===== src/rtl/iomem_initiator.sv =====
// ============================================================================
// Module   : iomem_initiator
// Purpose  : Single-outstanding iomem bus master with command/response ports
//            and a saturating access timeout.
// Revision : 1.0 - initial release
// ============================================================================
`default_nettype none

module iomem_initiator #(
  parameter int unsigned TIMEOUT_CYCLES = 255,
  parameter logic [31:0] ERR_DATA       = 32'hDEADBEEF
) (
  input  logic        clk,
  input  logic        resetn,
  input  logic        cmd_valid,
  output logic        cmd_ready,
  input  logic        cmd_write,
  input  logic [31:0] cmd_addr,
  input  logic [31:0] cmd_wdata,
  input  logic [3:0]  cmd_wstrb,
  output logic        rsp_valid,
  input  logic        rsp_ready,
  output logic [31:0] rsp_rdata,
  output logic        rsp_error,
  output logic        iomem_valid,
  input  logic        iomem_ready,
  output logic [31:0] iomem_addr,
  output logic [31:0] iomem_wdata,
  output logic [3:0]  iomem_wstrb,
  input  logic [31:0] iomem_rdata,
  output logic        busy
);

  localparam int unsigned CNT_RAW = $clog2(TIMEOUT_CYCLES + 1);
  localparam int unsigned CNT_W   = (CNT_RAW < 1) ? 1 : CNT_RAW;
  localparam int unsigned TO_LAST = (TIMEOUT_CYCLES == 0) ? 0 : TIMEOUT_CYCLES - 1;
  localparam logic [CNT_W-1:0] TO_LAST_C = CNT_W'(TO_LAST);
  localparam logic [CNT_W-1:0] CNT_MAX   = '1;
  localparam bit TO_EN = (TIMEOUT_CYCLES != 0);

  typedef enum logic [1:0] {
    ST_IDLE = 2'd0,
    ST_BUS  = 2'd1,
    ST_RESP = 2'd2
  } state_t;

  state_t          state_q, state_d;
  logic            iomem_valid_q, iomem_valid_d;
  logic [31:0]     addr_q, addr_d;
  logic [31:0]     wdata_q, wdata_d;
  logic [3:0]      wstrb_q, wstrb_d;
  logic            rsp_valid_q, rsp_valid_d;
  logic [31:0]     rsp_rdata_q, rsp_rdata_d;
  logic            rsp_error_q, rsp_error_d;
  logic [CNT_W-1:0] cnt_q, cnt_d;

  always_ff @(posedge clk or negedge resetn) begin
    if (!resetn) begin
      state_q       <= ST_IDLE;
      iomem_valid_q <= 1'b0;
      addr_q        <= '0;
      wdata_q       <= '0;
      wstrb_q       <= '0;
      rsp_valid_q   <= 1'b0;
      rsp_rdata_q   <= '0;
      rsp_error_q   <= 1'b0;
      cnt_q         <= '0;
    end else begin
      state_q       <= state_d;
      iomem_valid_q <= iomem_valid_d;
      addr_q        <= addr_d;
      wdata_q       <= wdata_d;
      wstrb_q       <= wstrb_d;
      rsp_valid_q   <= rsp_valid_d;
      rsp_rdata_q   <= rsp_rdata_d;
      rsp_error_q   <= rsp_error_d;
      cnt_q         <= cnt_d;
    end
  end

  always_comb begin
    state_d       = state_q;
    iomem_valid_d = iomem_valid_q;
    addr_d        = addr_q;
    wdata_d       = wdata_q;
    wstrb_d       = wstrb_q;
    rsp_valid_d   = rsp_valid_q;
    rsp_rdata_d   = rsp_rdata_q;
    rsp_error_d   = rsp_error_q;
    cnt_d         = cnt_q;
    case (state_q)
      ST_IDLE: begin
        if (cmd_valid) begin
          addr_d        = cmd_addr;
          wdata_d       = cmd_wdata;
          wstrb_d       = cmd_write ? cmd_wstrb : 4'b0000;
          iomem_valid_d = 1'b1;
          cnt_d         = '0;
          state_d       = ST_BUS;
        end
      end
      ST_BUS: begin
        // Ready is checked first so a ready arriving in the timeout cycle wins.
        if (iomem_ready) begin
          rsp_rdata_d   = iomem_rdata;
          rsp_error_d   = 1'b0;
          iomem_valid_d = 1'b0;
          rsp_valid_d   = 1'b1;
          state_d       = ST_RESP;
        end else if (TO_EN && (cnt_q == TO_LAST_C)) begin
          rsp_rdata_d   = ERR_DATA;
          rsp_error_d   = 1'b1;
          iomem_valid_d = 1'b0;
          rsp_valid_d   = 1'b1;
          state_d       = ST_RESP;
        end else if (cnt_q != CNT_MAX) begin
          cnt_d = cnt_q + 1'b1;
        end
      end
      ST_RESP: begin
        if (rsp_ready) begin
          rsp_valid_d = 1'b0;
          state_d     = ST_IDLE;
        end
      end
      default: state_d = ST_IDLE;
    endcase
  end

  assign cmd_ready   = (state_q == ST_IDLE);
  assign busy        = (state_q != ST_IDLE);
  assign iomem_valid = iomem_valid_q;
  assign iomem_addr  = addr_q;
  assign iomem_wdata = wdata_q;
  assign iomem_wstrb = wstrb_q;
  assign rsp_valid   = rsp_valid_q;
  assign rsp_rdata   = rsp_rdata_q;
  assign rsp_error   = rsp_error_q;

endmodule

`default_nettype wire


===== config.mk =====
export PLATFORM = sky130hd
export DESIGN_NAME = iomem_initiator
export DESIGN_NICKNAME = d
export VERILOG_FILES = /design/src/rtl/iomem_initiator.sv
export SDC_FILE = /design/constraint.sdc
export NUM_CORES = 1
export LEC_CHECK = 0
export CELL_PAD_IN_SITES_DETAIL_PLACEMENT = 1
export CELL_PAD_IN_SITES_GLOBAL_PLACEMENT = 1
export CORE_MARGIN = 3
export CORE_UTILIZATION = 32
export DETAILED_ROUTE_END_ITERATION = 10
export GPL_TIMING_DRIVEN = 0
export PLACE_DENSITY_LB_ADDON = 0.05
export SETUP_SLACK_MARGIN = 0.2
export SYNTH_ARGS = -nofsm -noshare
export SYNTH_HDL_FRONTEND = slang
export SYNTH_SLANG_ARGS = --single-unit

===== constraint.sdc =====
create_clock -name clk -period 4.84 [get_ports clk]
set_input_delay 0.726 -clock clk [delete_from_list [all_inputs] [get_ports clk]]
set_output_delay 0.726 -clock clk [all_outputs]
set_load 0.02 [all_outputs]

==> impl_summary.md <==
Floorplan
Measured along the x axis, the die boundary spans ~120 um. Measured along the y axis, the die boundary spans 122.5 um. In this run the standard cell core region covers between 10000 and 15000 um^2.

The die covers between 15000 and 20000 um^2. Row generation in the floorplan step produced 41 rows. The initial utilization of the core area, before any placement, comes to 33.61%. The number of ports placed on the die boundary is ~210.

CTS
The number of buffers between clock root and the deepest sink is 2. The clock drives roughly 110 sinks. Counting the buffers created by CTS gives 17.

For the worst-skew pair, the clock arrives at the later sink with an insertion delay of 0.41 ns. The clock root buffer is sky130_fd_sc_hd__clkbuf_16. After clock tree synthesis, the setup repair step added 0 buffers.

The H-tree generated during clock tree synthesis spans 4 levels. The number of buffers inserted for hold repair after clock tree synthesis is 0. The post-cts resize count is 0.

Clock-pin slew was measured on the worst setup and hold paths at approximately 0.05 ns. TritonCTS built the clock tree.

Yosys
The number of nets in the synthesized netlist is approximately 540. The distinct cell type count after synthesis is 30. The post-synthesis sequential element count is 113. After technology mapping, the gate count stands at about 430.

Summing the sequential cell areas from Yosys gives between 60% and 70% of the chip area. Summing every instance area after synthesis gives about 4300 um^2. A synthesized cell averages just over 10 um^2. Yosys printed 0 warnings.

Final layout
The post-route netlist has between 7 and 8% of its cells at a drive strength greater than 1. Compared with the post-synthesis result, the final layout area differs by 67.61%. Leaving out filler cells and counting taps, the final layout contains ~850. The area occupied by multi-input gates is approximately 1400 um^2. The number of diodes added for antenna fixing is 0. Measured on the finished design, the core utilization comes to between 50% and 60%. The top cell types in the final layout, fill and taps aside, are sky130_fd_sc_hd__clkdlybuf4s50_1, sky130_fd_sc_hd__nand2_1, sky130_fd_sc_hd__dfrtp_1. The most frequent standard cell in the layout excluding fill and tap cells is sky130_fd_sc_hd__clkdlybuf4s50_1.

Summing all flip-flop and latch instances after layout gives between 2000 and 3000 um^2. The net total in the final layout is between 700 and 800. The fill cell instance count of the final layout is between 1000 and 1500.

Global route
The initial antenna violation count came to 0. The overall global routing resource usage is around 20%. The first global-routing pass estimated 22.85 mm of wire. The via count of the first global-routing pass came to 4295. The largest net degree at the start of global routing is 73. After global routing the overflow that remains totals 0.

Worst setup path
In this design, the largest share of critical-path delay is due to buffers and inverters. The worst setup path is launched from a flop. In this run the worst path has a maximum fanout of 4. In this run the critical register-to-register path is captured at cnt_q[1]. The cell type of the slowest stage on the worst timing path is sky130_fd_sc_hd__clkdlybuf4s50_1. The buffering stage count on the worst path with inverters included is 1. On the worst path, the slowest cell contributes a delay of roughly 0.66 ns. In this run the critical register-to-register path is launched from state_q[0]. The critical path data arrival time is approximately 1.7 ns. Counting cells, the worst reg-to-reg path comes to 4. Walking the worst path, the cells encountered are nor2_2, clkdlybuf4s50_1. The worst setup path is of the flop to output port kind. The worst register-to-register path has a setup slack of roughly 3.0 ns. The type of element capturing the critical path is an output port. The required arrival time at the worst endpoint is 4.11 ns.

Drt
The violation count after the first detailed-routing iteration is 160. The count of nets left with antenna violations after detail routing is 0. For this block, the via count after detailed routing is between 3000 and 4000. Using the TritonRoute via totals, the vias-per-cell ratio works out to between 4 and 5. The remaining routing DRC violations is 0. The sum of routed wire length over all layers is approximately 14 mm. The first-pass detailed-route iteration total is 4. Dividing the detail-routed wire length by the instance count gives ~17 um.

Timing
In the finished design, the share of the clock period the worst path needs comes to between 50 and 60%. The final number of hold-violating endpoints came to 0. The total setup violations reported at the end of the flow is 0. The clock arrives with ~0.005 ns of skew.

Once routing completed, OpenROAD measured the worst setup slack at between 2 and 2.5 ns. The worst pin sits at a relative slew slack of approximately 70%. Based on the critical path, the design can be clocked at up to between 400 and 500 MHz. Setup repair after global routing left no endpoint under its margin. At the pin with the least slew margin, the transition time is between 0.4 and 0.5 ns. The smallest hold slack is 0.2324 ns. The routed design could run at a clock period as short as about 2.4 ns. The number of pins exceeding their max-slew limit in the final report is 0.

Job
Max-cap violations in this run came to 0.

Hold path
The min-delay analysis places its worst path in the category input port to asynchronous set/reset pin.

Power
In this run the power density over the cells is just over 700 nW/um^2. The leakage power total is about 3.4 nW. The worst-case vdd ir drop is around 350 uV.

Outcome
The run finished with clean final reports.

Placed design
The total of buffers placed on input and output ports is 210. The number of instances in the placed design is 814. Once detailed placement completed, the half-perimeter wirelength came to 10.67 mm. Timing analysis after detailed placement gives a worst setup slack of roughly 2.4 ns. Routability-driven placement finished with a final weighted congestion of 0.7469.
-- worst reg2reg max path: stages, from the launching register on --
cell and delay (ns):
sky130_fd_sc_hd__dfrtp_1 0.40, sky130_fd_sc_hd__nor2_2 0.22, sky130_fd_sc_hd__nand2_1 0.30, sky130_fd_sc_hd__a22oi_2 0.47, sky130_fd_sc_hd__mux2_1 0.37
-- report_power, final --
group / leakage (nW) / internal [mW] / switching (mW) / total (mW)
Sequential: 1.38 / 1.38 / 0.245 / 1.62
Combinational: 1.69 / 1.08 / 1.27 / 2.35
Clock: 0.288 / 0.806 / 0.423 / 1.23
Total: 3.35 / 3.26 / 1.94 / 5.20
-- stage by stage --
step	power (mW)	cell area, um^2	setup TNS, ns
after detailed placement	4.004	6691	0
after global placement	3.925	6663	-162.48
after floorplan	2.755	4345	0
after global routing	5.538	7283	0
final	5.200	7283	0
after CTS	5.281	7283	0
-- logic make-up after synthesis --
logic type	count (synthesis)	synth area share [%]
buf+inv	25	2.591
mux	1	0.2591
flops	113	65.07
simple gates	234	21.54
compound gates	56	9.963
fa+ha+maj	2	0.5758
-- worst max path at each step --
stage	slack (ns)	endpoint	start	cells past startpoint
final	2.42	cmd_ready	state_q[0]	2
after global routing	2.36	cmd_ready	state_q[0]	2
after CTS	2.37	cmd_ready	state_q[0]	2
after detailed placement	2.40	cnt_q[1]	cmd_valid	4
after global placement	-1.45	iomem_addr[12]	resetn	1
after floorplan	3.19	cnt_q[1]	iomem_ready	3
-- state kept, by name (all words and copies together) (netlist names) --
register and cells:
iomem_addr 32, iomem_wdata 32, rsp_rdata 32, cnt_q 8
iomem_wstrb 4, state_q 2, iomem_valid 1, rsp_error 1
rsp_valid 1
-- synthesized netlist by cell type --
library cell               number  area share, %
sky130_fd_sc_hd__a21o_1         1           0.17
sky130_fd_sc_hd__a21oi_1        5           0.58
sky130_fd_sc_hd__a22o_1         8            1.6
sky130_fd_sc_hd__a22oi_2        1           0.29
sky130_fd_sc_hd__a31oi_1        6           0.86
sky130_fd_sc_hd__a41oi_1        2           0.40
sky130_fd_sc_hd__and2_1         2           0.29
sky130_fd_sc_hd__and2b_1        1           0.17
sky130_fd_sc_hd__and3_1         1           0.14
sky130_fd_sc_hd__buf_2          9            1.0
sky130_fd_sc_hd__buf_4          2           0.35
sky130_fd_sc_hd__clkbuf_1      11           0.95
sky130_fd_sc_hd__dfrtp_1      113             65
sky130_fd_sc_hd__ha_1           2           0.58
sky130_fd_sc_hd__inv_1          3           0.26
sky130_fd_sc_hd__mux2_1         1           0.26
sky130_fd_sc_hd__nand2_1      208             18
sky130_fd_sc_hd__nand2b_1       4           0.58
sky130_fd_sc_hd__nand3_1        8           0.92
sky130_fd_sc_hd__nand4_2        1           0.29
sky130_fd_sc_hd__nor2_1         4           0.35
sky130_fd_sc_hd__nor2_2         2           0.29
sky130_fd_sc_hd__nor2b_1        1           0.14
sky130_fd_sc_hd__nor3_2         1           0.23
sky130_fd_sc_hd__nor3b_1        1           0.17
sky130_fd_sc_hd__o21a_2         1           0.20
sky130_fd_sc_hd__o21ai_0        6           0.69
sky130_fd_sc_hd__o21ai_1        1           0.12
sky130_fd_sc_hd__o22a_1        24            4.8
sky130_fd_sc_hd__o31a_1         1           0.20
-- per-layer routing --
metal / vias to the layer above / share of wire, % / global-route usage, %
met5: - / 0 / 0
li1: 1870 / - / -
met3: 27 / 8.8 / 7.788
met2: 160 / 47 / 31.71
met1: 1869 / 42 / 24.13
met4: 0 / 2.5 / 8.537
-- area by class of cell --
type,count,area share [%]
sequential,113,38.82
timing repair buffer,211,29.26
clock inverter,10,1.477
buffer,22,1.392
inverter,3,0.1546
clock buffer,22,6.648
multi-input combinational,293,19.29
tap,172,2.955
Power figures use the tool's default switching activity.
